### src/rtl/regfile_wb_arbiter.sv
// Writeback arbiter: shares one registered register-file write port between NREQ requesters and tracks pending writes.
// Define WBARB_ROUND_ROBIN_EN for round-robin priority; otherwise requester 0 has fixed highest priority.
module regfile_wb_arbiter #(
  parameter int NREQ = 3,
  parameter int AW   = 5,
  parameter int DW   = 32
) (
  input  logic                 iClk,
  input  logic                 iRst,
  input  logic [NREQ-1:0]      iReqValid,
  input  logic [NREQ*AW-1:0]   iReqAddr,
  input  logic [NREQ*DW-1:0]   iReqData,
  output logic [NREQ-1:0]      oReqReady,
  input  logic                 iIssueValid,
  input  logic [AW-1:0]        iIssueAddr,
  input  logic                 iFlush,
  output logic                 oWrite,
  output logic [AW-1:0]        oAddrC,
  output logic [DW-1:0]        oRegC,
  output logic [2**AW-1:0]     oPending
);
  localparam int PW = $clog2(NREQ);
  localparam int NR = 2**AW;

  logic          gnt_any;
  logic [PW-1:0] gnt_idx;
  logic [AW-1:0] sel_addr;
  logic [DW-1:0] sel_data;

`ifdef WBARB_ROUND_ROBIN_EN
  logic [PW-1:0] ptr_q, ptr_d;

  // Search starts at the pointer and wraps past NREQ-1 back to 0.
  always_comb begin
    gnt_any = 1'b0;
    gnt_idx = '0;
    for (int k = 0; k < NREQ; k++) begin
      int j;
      j = int'(ptr_q) + k;
      if (j >= NREQ) j = j - NREQ;
      if (!gnt_any && iReqValid[j]) begin
        gnt_any = 1'b1;
        gnt_idx = PW'(j);
      end
    end
  end

  always_comb begin
    ptr_d = ptr_q;
    if (gnt_any) ptr_d = (gnt_idx == PW'(NREQ-1)) ? '0 : gnt_idx + PW'(1);
  end

  always_ff @(posedge iClk or posedge iRst) begin
    if (iRst) ptr_q <= '0;
    else      ptr_q <= ptr_d;
  end
`else
  always_comb begin
    gnt_any = 1'b0;
    gnt_idx = '0;
    for (int k = 0; k < NREQ; k++) begin
      if (!gnt_any && iReqValid[k]) begin
        gnt_any = 1'b1;
        gnt_idx = PW'(k);
      end
    end
  end
`endif

  always_comb begin
    oReqReady = '0;
    if (gnt_any && !iRst) oReqReady[gnt_idx] = 1'b1;
  end

  assign sel_addr = iReqAddr[int'(gnt_idx)*AW +: AW];
  assign sel_data = iReqData[int'(gnt_idx)*DW +: DW];

  logic          write_q, write_d;
  logic [AW-1:0] addr_q,  addr_d;
  logic [DW-1:0] data_q,  data_d;
  logic [NR-1:0] pend_q,  pend_d;

  // Writes to r0 are accepted but swallowed; addr/data hold on those.
  always_comb begin
    write_d = gnt_any && (sel_addr != '0);
    addr_d  = write_d ? sel_addr : addr_q;
    data_d  = write_d ? sel_data : data_q;
  end

  // Order matters: commit clear, then issue set (new producer wins), then flush.
  always_comb begin
    pend_d = pend_q;
    if (write_q) pend_d[addr_q] = 1'b0;
    if (iIssueValid && (iIssueAddr != '0)) pend_d[iIssueAddr] = 1'b1;
    if (iFlush) pend_d = '0;
    pend_d[0] = 1'b0;
  end

  always_ff @(posedge iClk or posedge iRst) begin
    if (iRst) begin
      write_q <= 1'b0;
      addr_q  <= '0;
      data_q  <= '0;
      pend_q  <= '0;
    end else begin
      write_q <= write_d;
      addr_q  <= addr_d;
      data_q  <= data_d;
      pend_q  <= pend_d;
    end
  end

  assign oWrite   = write_q;
  assign oAddrC   = addr_q;
  assign oRegC    = data_q;
  assign oPending = pend_q;
endmodule

### config.mk
export PLATFORM = sky130hd
export DESIGN_NAME = regfile_wb_arbiter
export DESIGN_NICKNAME = d
export VERILOG_FILES = /design/src/rtl/regfile_wb_arbiter.sv
export SDC_FILE = /design/constraint.sdc
export NUM_CORES = 1
export LEC_CHECK = 0
export ABC_CLOCK_PERIOD_IN_PS = 3650
export CORE_MARGIN = 2
export CORE_UTILIZATION = 40
export DETAILED_ROUTE_END_ITERATION = 6
export PLACE_DENSITY_LB_ADDON = 0.2
export REMOVE_ABC_BUFFERS = 1
export SLEW_MARGIN = 25
export SYNTH_ARGS = -nofsm -noshare
export SYNTH_HDL_FRONTEND = slang
export SYNTH_SLANG_ARGS = --single-unit
export TNS_END_PERCENT = 5
### constraint.sdc
create_clock -name iClk -period 3.65 [get_ports iClk]
set_input_delay 0.73 -clock iClk [delete_from_list [all_inputs] [get_ports iClk]]
set_output_delay 0.73 -clock iClk [all_outputs]
set_load 0.01 [all_outputs]
**Yosys cells after proc, flatten, opt, wreduce, memory -nomap -nowiden**

Index checks and enable logic that the tools add are counted.

- Logic and storage cells: 44
- Output and inout bits: 73
- Flip-flop bits (word level): 69

- Order comparisons: 6
- Reductions and logical operators: 13
- Mux-type cells: 15
- Shifts and indexed selects: 2
- Multipliers: 1
- Bitwise operators: 3

Operators with widths:

| cell | number |
|---|---|
| two-way mux 32 bit | 3 |
| variable part select 96 x 8 -> 32 bit | 1 |
| AND 32 bit | 1 |
| inverter 32 bit | 1 |
| OR 32 bit | 1 |
| variable part select 15 x 6 -> 5 bit | 1 |
| less-than comparator 5 x 6 -> 1 bit (second input constant) | 2 |
| demux 1 bit (select 5 bit) | 2 |
| greater-or-equal comparator 5 x 1 -> 1 bit (second input constant) | 2 |
| nonzero test 5 bit | 2 |
| logical AND 1 bit | 8 |
| two-way mux 1 bit | 7 |
| multiplier 2 x 3 -> 5 bit (second input constant) | 1 |
| logical NOT 1 bit | 3 |
| less-than comparator 2 x 3 -> 1 bit (second input constant) | 1 |
| two-way mux 3 bit | 1 |
| demux 1 bit (select 2 bit) | 1 |
| greater-or-equal comparator 2 x 1 -> 1 bit (second input constant) | 1 |
| two-way mux 2 bit | 1 |

**Depth between registers and ports, before layout**

Gate-level depths: netlist of run 1.

- Depth in word-level cells: 12
- Mapped depth: 8

**Least setup slack after synthesis of run 1**

No wires, ideal clock.

- Path type: input -> output
- From: in iRst
- To: out oReqReady[2]
- Arrival: 2.510 ns
- Path slack: 0.410 ns
- Path buffers: 0
- Cell stages on the path: 2
- Required time: 2.920 ns
- Path through: inv_1 -> and2_1

- Longest elaborated chain between the ends: 3

Ends and longest elaborated chain:

| item | line | text |
|---|---|---|
| start: declaration | 9 | `input logic iRst,` |
| logical NOT 1 bit (no line) | - |  |
| logical AND 1 bit | 72 | `if (gnt_any && !iRst) oReqReady[gnt_idx] = 1'b1;` |
| two-way mux 3 bit | 72 |  |
| end: declaration | 13 | `output logic [NREQ-1:0] oReqReady,` |

No other way between the ends.

**Worst setup path in the final report of run 1**

- From: in iReqValid[0]
- To: out oReqReady[1]

- Longest elaborated chain between the ends: 12

Ends and longest elaborated chain:

| item | line | text |
|---|---|---|
| start: declaration | 10 | `input logic [NREQ-1:0] iReqValid,` |
| two-way mux 1 bit * | 62 | `if (!gnt_any && iReqValid[k]) begin` |
| logical NOT 1 bit | 62 |  |
| logical AND 1 bit | 62 |  |
| two-way mux 1 bit | 62 |  |
| logical NOT 1 bit | 62 |  |
| logical AND 1 bit | 62 |  |
| two-way mux 2 bit | 62 |  |
| less-than comparator 2 x 3 -> 1 bit (not written as such) or greater-or-equal comparator 2 x 1 -> 1 bit (tied branches) | 72 |  |
| logical AND 1 bit (not written as such) | 72 |  |
| two-way mux 1 bit (not written as such) | 72 |  |
| demux 1 bit (select 2 bit) | 72 |  |
| two-way mux 3 bit * | 72 |  |

Mark *: on every way between the ends. The rest lies on a longest branch, timed or not.

==> results by group, run 1 <==
Die
  • Effective utilization at floorplan: about two fifths
  • Die width: 99.5 um
  • Rows: 34
  • I/O Pins: around 200
  • Die Height: slightly below 100 um
  • Core area: around 0.009 mm2
  • Die area: between 0.009 and 0.01 mm2

Timing
  • Worst-Margin Slew: ~900 ps
  • Finish-stage setup viols: 0
  • Final period utilization: between 80% and 90%
  • Relative slew slack: ~40%
  • Final hold viol count: 0
  • RSZ-0062 raised after global routing: no
  • Final min period: slightly above 3000 ps
  • PnR worst setup slack: roughly 560 ps
  • Fmax: about 320 MHz
  • Max Clock Skew: between 2 and 2.5 ps
  • Hold slack final: slightly below 500 ps
  • Slew Viols, Final: 0

Routing
  • Via count: ~3700
  • Total Wirelength: 11.5 mm
  • Initial DRC count: 155
  • Via density: 5.36
  • Post-route ant nets: 0
  • Post-DR wirelength/cell: around 17 um
  • DR DRC count: 0
  • DR pass1 iterations: 4

CTS
  • CTS H-tree lvls: 3
  • Post-CTS sizing: 0
  • Clk pin slew, worst setup/hold paths: about 80 ps
  • Hold Buf Count CTS: 0
  • Clk root buf: clkbuf_8
  • Clock buffer depth: 2
  • Total CTS buffers: 9
  • TritonCTS clock tree: built
  • Sink count of the clock tree: about 70
  • Latest clock arrival within the worst-skew pair: approximately 340 ps
  • # Post-CTS Setup Buffers: 0

Finish
  • Area growth from synthesis to layout: 61.8%
  • Share of layout cells above drive strength 1: under 10%
  • # diodes: 0
  • Final Util: roughly two thirds
  • Post-Layout Cell Count: around 690
  • Final-stage net count: approximately 700

Worst setup path
  • Required @ worst endpoint: between 2000 and 3000 ps
  • Slowest cell delay on critical path: around 640 ps
  • Worst Path Buf+Inv: 2
  • Critical Path AT: approximately 2400 ps
  • Slowest CP cell: clkdlybuf4s50_1
  • CP Launch Type: primary input
  • Kind of critical path: primary input to primary output
  • Family with the most delay on the worst path: buffers and inverters
  • Most used cell, CP: clkdlybuf4s50_1
  • CP Capture Type: primary output
  • CP Cell Sequence: clkdlybuf4s50_1, nand2b_2, nor2_1, clkdlybuf4s50_1
  • Max Fanout on Critical Path: 15

Hold path
  • Worst Hold Class: flip-flop to flip-flop

Placed design
  • Placed Cells: 670
  • Worst slack at placement: ~560 ps
  • Port bufs: 194
  • Placer Congestion: 0.818
  • DP HPWL: approximately 8.7 mm

Global routing
  • Vias in the first global route: 3761
  • First-pass GRT wire length: about 18 mm
  • GRT Total Usage: 23.5%
  • Largest net degree at the start of global routing: 70
  • Initial antenna violation count: 0
  • Overflow after GRT: 0

Pwr
  • Clock power frac: between 30 and 40%
  • PwrDens: 351 mW/mm2
  • Flop pwr share: 41.7%
  • Int Pwr: approximately 1.5 mW
  • Combinational share of power: 24.7%
  • Psw: between 500 and 600 uW
  • Max IR drop VDD: between 0.15 and 0.2 mV
  • Tot Pwr: between 2 and 2.5 mW
  • Sw frac: between 20% and 30%
  • Leakage: between 2 and 2.5 nW

Outcome
  • Outcome: finished clean

Yosys
  • Synth unique cells: 31
  • Mapped Cells: about 380
  • Number of synthesis warnings: 0
  • Seq cells post-synth: a little under 70
  • Syn Area/Cell: 9.49 um2
  • Register area share after synthesis: 47.4%
  • Synthesized cell area: 0.00365 mm2

Flow run
  • MaxCap Viol Count: 0
==> synthesized netlist by cell type <==
| cell type | instances | share of area, % |
|---|---|---|
| buf_4 | 4 | 0.82 |
| nor2_1 | 9 | 0.93 |
| nor2b_1 | 4 | 0.69 |
| nand3_1 | 8 | 1.1 |
| clkbuf_1 | 9 | 0.93 |
| a31oi_4 | 1 | 0.58 |
| inv_1 | 4 | 0.41 |
| a21oi_1 | 31 | 4.3 |
| and3b_1 | 2 | 0.48 |
| mux2i_1 | 32 | 8.8 |
| dfrtp_1 | 69 | 47 |
| buf_1 | 3 | 0.31 |
| nand3b_1 | 3 | 0.62 |
| and3_1 | 4 | 0.69 |
| buf_2 | 5 | 0.69 |
| mux2_1 | 26 | 8.0 |
| o221ai_1 | 2 | 0.48 |
| o22ai_1 | 3 | 0.51 |
| nand2_1 | 76 | 7.8 |
| a22o_1 | 1 | 0.24 |
| o21ai_0 | 64 | 8.8 |
| mux2_2 | 6 | 1.9 |
| or3b_2 | 1 | 0.24 |
| nor3b_1 | 5 | 1.0 |
| o211ai_1 | 3 | 0.62 |
| nand2b_1 | 1 | 0.17 |
| o21bai_1 | 3 | 0.62 |
| conb_1 | 1 | 0.10 |
| a221oi_2 | 1 | 0.41 |
| nor3_1 | 2 | 0.27 |
| and2_1 | 1 | 0.17 |
==> per-stage QoR <==
stage	setup TNS [ps]	cell area (um2)
floorplan	-31900	3550
global placement	0	5680
detailed placement	0	5680
CTS	0	5900
global route	0	5900
finish	0	5900
==> state kept, by name, summed over array words and instances (netlist names) <==
register,flops
oPending,31
oRegC,32
oWrite,1
oAddrC,5
==> logic make-up after synthesis <==
family / count (synthesis) / synth area share (%)
simple gates: 116 / 14.2
compound gates: 109 / 16.5
flops: 69 / 47.4
mux: 64 / 18.7
buf+inv: 25 / 3.16
other cells: 1 / 0.103
==> power groups by stage <==
stage | Combinational, mW | Clock, mW | Sequential [mW]
global route | 0.550 | 0.736 | 0.872
floorplan | 0.163 | 0 | 0.896
CTS | 0.518 | 0.701 | 0.862
finish | 0.512 | 0.695 | 0.862
global placement | 0.507 | 0 | 0.873
detailed placement | 0.515 | 0 | 0.875
==> cell usage in the layout (no fill, tap or decap), types with 2 or more instances in the layout <==
cell type,Yosys,final
nand2_1,76,76
bufinv_16,0,2
clkbuf_8,0,9
nand3_1,8,8
and3_1,4,4
nor2b_1,4,4
clkinv_4,0,4
nand3b_1,3,3
o21ai_0,64,64
and3b_1,2,2
nor3_1,2,2
mux2_1,26,26
mux2_2,6,6
nor2_1,9,9
dfrtp_1,69,69
clkdlybuf4s50_1,0,193
o21bai_1,3,3
nor3b_1,5,4
inv_1,4,3
mux2i_1,32,32
o221ai_1,2,2
buf_4,4,4
o211ai_1,3,3
o22ai_1,3,3
a21oi_1,31,31
==> worst register-to-register path, delay by kind of cell (launching register included) <==
family	cells	cell delay, ps
compound gates	2	320
flops	1	440
simple gates	1	590
==> layout make-up <==
type,count,area [um2]
Clock buffer,9,124
Clock inverter,7,100
Fill cell,707,2860
Inverter,4,15.0
Multi-Input combinational cell,290,1810
Sequential cell,69,1730
Tap cell,108,135
Timing Repair Buffer,199,1990
==> path summary, 6_finish.rpt <==
path | startpoint | to | slack [ps] | cells past startpoint
worst max-delay path | iReqValid[0] | oReqReady[1] | 560 | 4
worst min-delay path | oRegC[24] | oRegC[24] | 490 | 1
max in group asynchronous | iRst | oAddrC[1] | 2040 | 3
worst min register to register | oRegC[24] | oRegC[24] | 490 | 1
worst max register to register | oAddrC[0] | oPending[24] | 2160 | 3
min in group asynchronous | iRst | oRegC[25] | 1010 | 3
==> layer usage <==
| metal | up-vias | GRT usage (%) | part of all wire (%) |
|---|---|---|---|
| li1 | 1731 | - | - |
| met4 | 0 | 8.64 | 1.6 |
| met1 | 1758 | 25.9 | 37 |
| met5 | - | 0 | 0 |
| met2 | 173 | 42.7 | 52 |
| met3 | 16 | 7.10 | 8.9 |
Power figures use the tool's default switching activity.
==> inputs of run 2 (changes only) <==
--- a/config.mk
+++ b/config.mk
@@ -5,7 +5,7 @@
 export SDC_FILE = /design/constraint.sdc
 export NUM_CORES = 1
 export LEC_CHECK = 0
-export ABC_CLOCK_PERIOD_IN_PS = 3650
+export ABC_CLOCK_PERIOD_IN_PS = 2900
 export CORE_MARGIN = 2
 export CORE_UTILIZATION = 40
 export DETAILED_ROUTE_END_ITERATION = 6
==> constraint.sdc (replaced) <==
create_clock -name iClk -period 2.9 [get_ports iClk]
set_input_delay 0.58 -clock iClk [delete_from_list [all_inputs] [get_ports iClk]]
set_output_delay 0.58 -clock iClk [all_outputs]
set_load 0.01 [all_outputs]
==> results by group, run 2 (same netlist as run 1, synthesis figures left out) <==
Routing
  • Via density: approximately 5.3
  • Via count: roughly 3600
  • Total Wirelength: approximately 11 mm
  • Post-route ant nets: 0
  • Initial DRC count: between 150 and 200
  • DR DRC count: 0
  • DR pass1 iterations: 4
  • Post-DR wirelength/cell: about 16 um

Flow run
  • MaxCap Viol Count: 0

CTS
  • Clock buffer depth: 2
  • Total CTS buffers: 9
  • # Post-CTS Setup Buffers: 0
  • Clk root buf: clkbuf_8
  • Hold Buf Count CTS: 0
  • Post-CTS sizing: 0
  • TritonCTS clock tree: built
  • Clk pin slew, worst setup/hold paths: 80 ps
  • CTS H-tree lvls: 3
  • Sink count of the clock tree: 69
  • Latest clock arrival within the worst-skew pair: around 350 ps

Pwr
  • PwrDens: roughly 430 mW/mm2
  • Leakage: 2.48 nW
  • Max IR drop VDD: 0.204 mV

Worst setup path
  • CP Launch Type: primary input
  • Critical Path AT: approximately 2100 ps
  • Max Fanout on Critical Path: 9
  • R2r worst-path depth: 3
  • CP Capture Type: primary output
  • Required @ worst endpoint: 2320 ps
  • Kind of critical path: primary input to primary output

Timing
  • Slew Viols, Final: 0
  • Final period utilization: between 90% and 100%
  • Fmax: 371 MHz
  • Finish-stage setup viols: 0
  • Final hold viol count: 0
  • Relative slew slack: 42.4%
  • Max Clock Skew: about 5.5 ps
  • PnR worst setup slack: 202 ps
  • Final min period: approximately 2700 ps
  • Worst-Margin Slew: 864 ps
  • RSZ-0062 raised after global routing: no

Finish
  • Most frequent cells in the layout: clkdlybuf4s50_1 (194), nand2_1 (76), dfrtp_1 (69)
  • Commonest non-fill, non-tap cell in the layout: clkdlybuf4s50_1
  • Share of layout cells above drive strength 1: around 6.5%
  • Final-stage net count: 702
  • Post-Layout Cell Count: roughly 700
  • Final Util: roughly 68%
  • Area growth from synthesis to layout: 62.9%
  • # diodes: 0
  • Layout fillers: roughly 690
  • Largest register FFs: 32

Placed design
  • Placed Cells: around 680
  • Port bufs: around 190
  • Worst slack at placement: 100 ps
  • DP HPWL: roughly 9 mm
  • Placer Congestion: around 0.82

Die
  • Rows: 34
  • Die width: roughly 100 um
  • Die Height: 99.5 um
  • Core area: just under 0.009 mm2
  • I/O Pins: ~200
  • Effective utilization at floorplan: between 40% and 50%
  • Die area: approximately 0.0099 mm2

Global routing
  • Initial antenna violation count: 0
  • Vias in the first global route: between 3000 and 4000
  • GRT busiest layer: met2
  • Overflow after GRT: 0
  • Met2 Usage GRT: roughly two fifths
  • M3 GR Usage: roughly 6.5%
  • GRT Total Usage: about a quarter
  • First-pass GRT wire length: about 18 mm
  • Met1 Resource Use GR: between 20% and 30%
  • Largest net degree at the start of global routing: 70

Hold path
  • Worst Hold Class: flip-flop to flip-flop
  • Hold Crit Depth: 1

Outcome
  • Outcome: finished clean
[run 2: critical path, stage by stage]
cell             delay (ps)
clkdlybuf4s50_1         550
nand2b_2                320
nor2_1                  120
clkdlybuf4s50_1         550
[run 2: per-layer routing]
metal / up-vias / share of wire [%] / routed length, um
li1: 1746 / - / -
met1: 1702 / 38 / 4360
met2: 174 / 52 / 5940
met3: 13 / 8.3 / 950
met4: 0 / 1.5 / 167
met5: - / 0 / 0
[run 2: layout make-up]
class	count	area, um2	area share (%)
timing repair buffer	205	2050	34.5
multi-input combinational	290	1810	30.5
sequential	69	1730	29.1
clock buffer	11	141	2.38
tap	108	135	2.28
clock inverter	5	60.1	1.01
inverter	4	15.0	0.253
[run 2: stage by stage]
stage                     hold slack, ps  power (mW)  TNS (ps)  instance area [um2]
after detailed placement             474        1.76         0                 5740
after floorplan                      529        1.33    -53310                 3550
after global routing                 503        2.65         0                 5940
after CTS                            492        2.55         0                 5940
after global placement               468        1.75         0                 5740
final                                488        2.53         0                 5940
[run 2: worst paths after layout]
path                                end  slack, ps         start
setup / recovery           oReqReady[1]        200  iReqValid[0]
hold / removal                oRegC[30]        490     oRegC[30]
setup reg to reg           oPending[16]       1440     oAddrC[0]
hold reg to reg               oRegC[30]        490     oRegC[30]
max in group asynchronous     oRegC[10]       1450          iRst
min in group asynchronous     oRegC[25]        880          iRst
[run 2: where the power goes]
part | switching (mW) | internal [mW] | leakage (nW)
Combinational | 0.275 | 0.381 | 1.50
Sequential | 0.0517 | 1.03 | 0.877
Clock | 0.370 | 0.422 | 0.0995
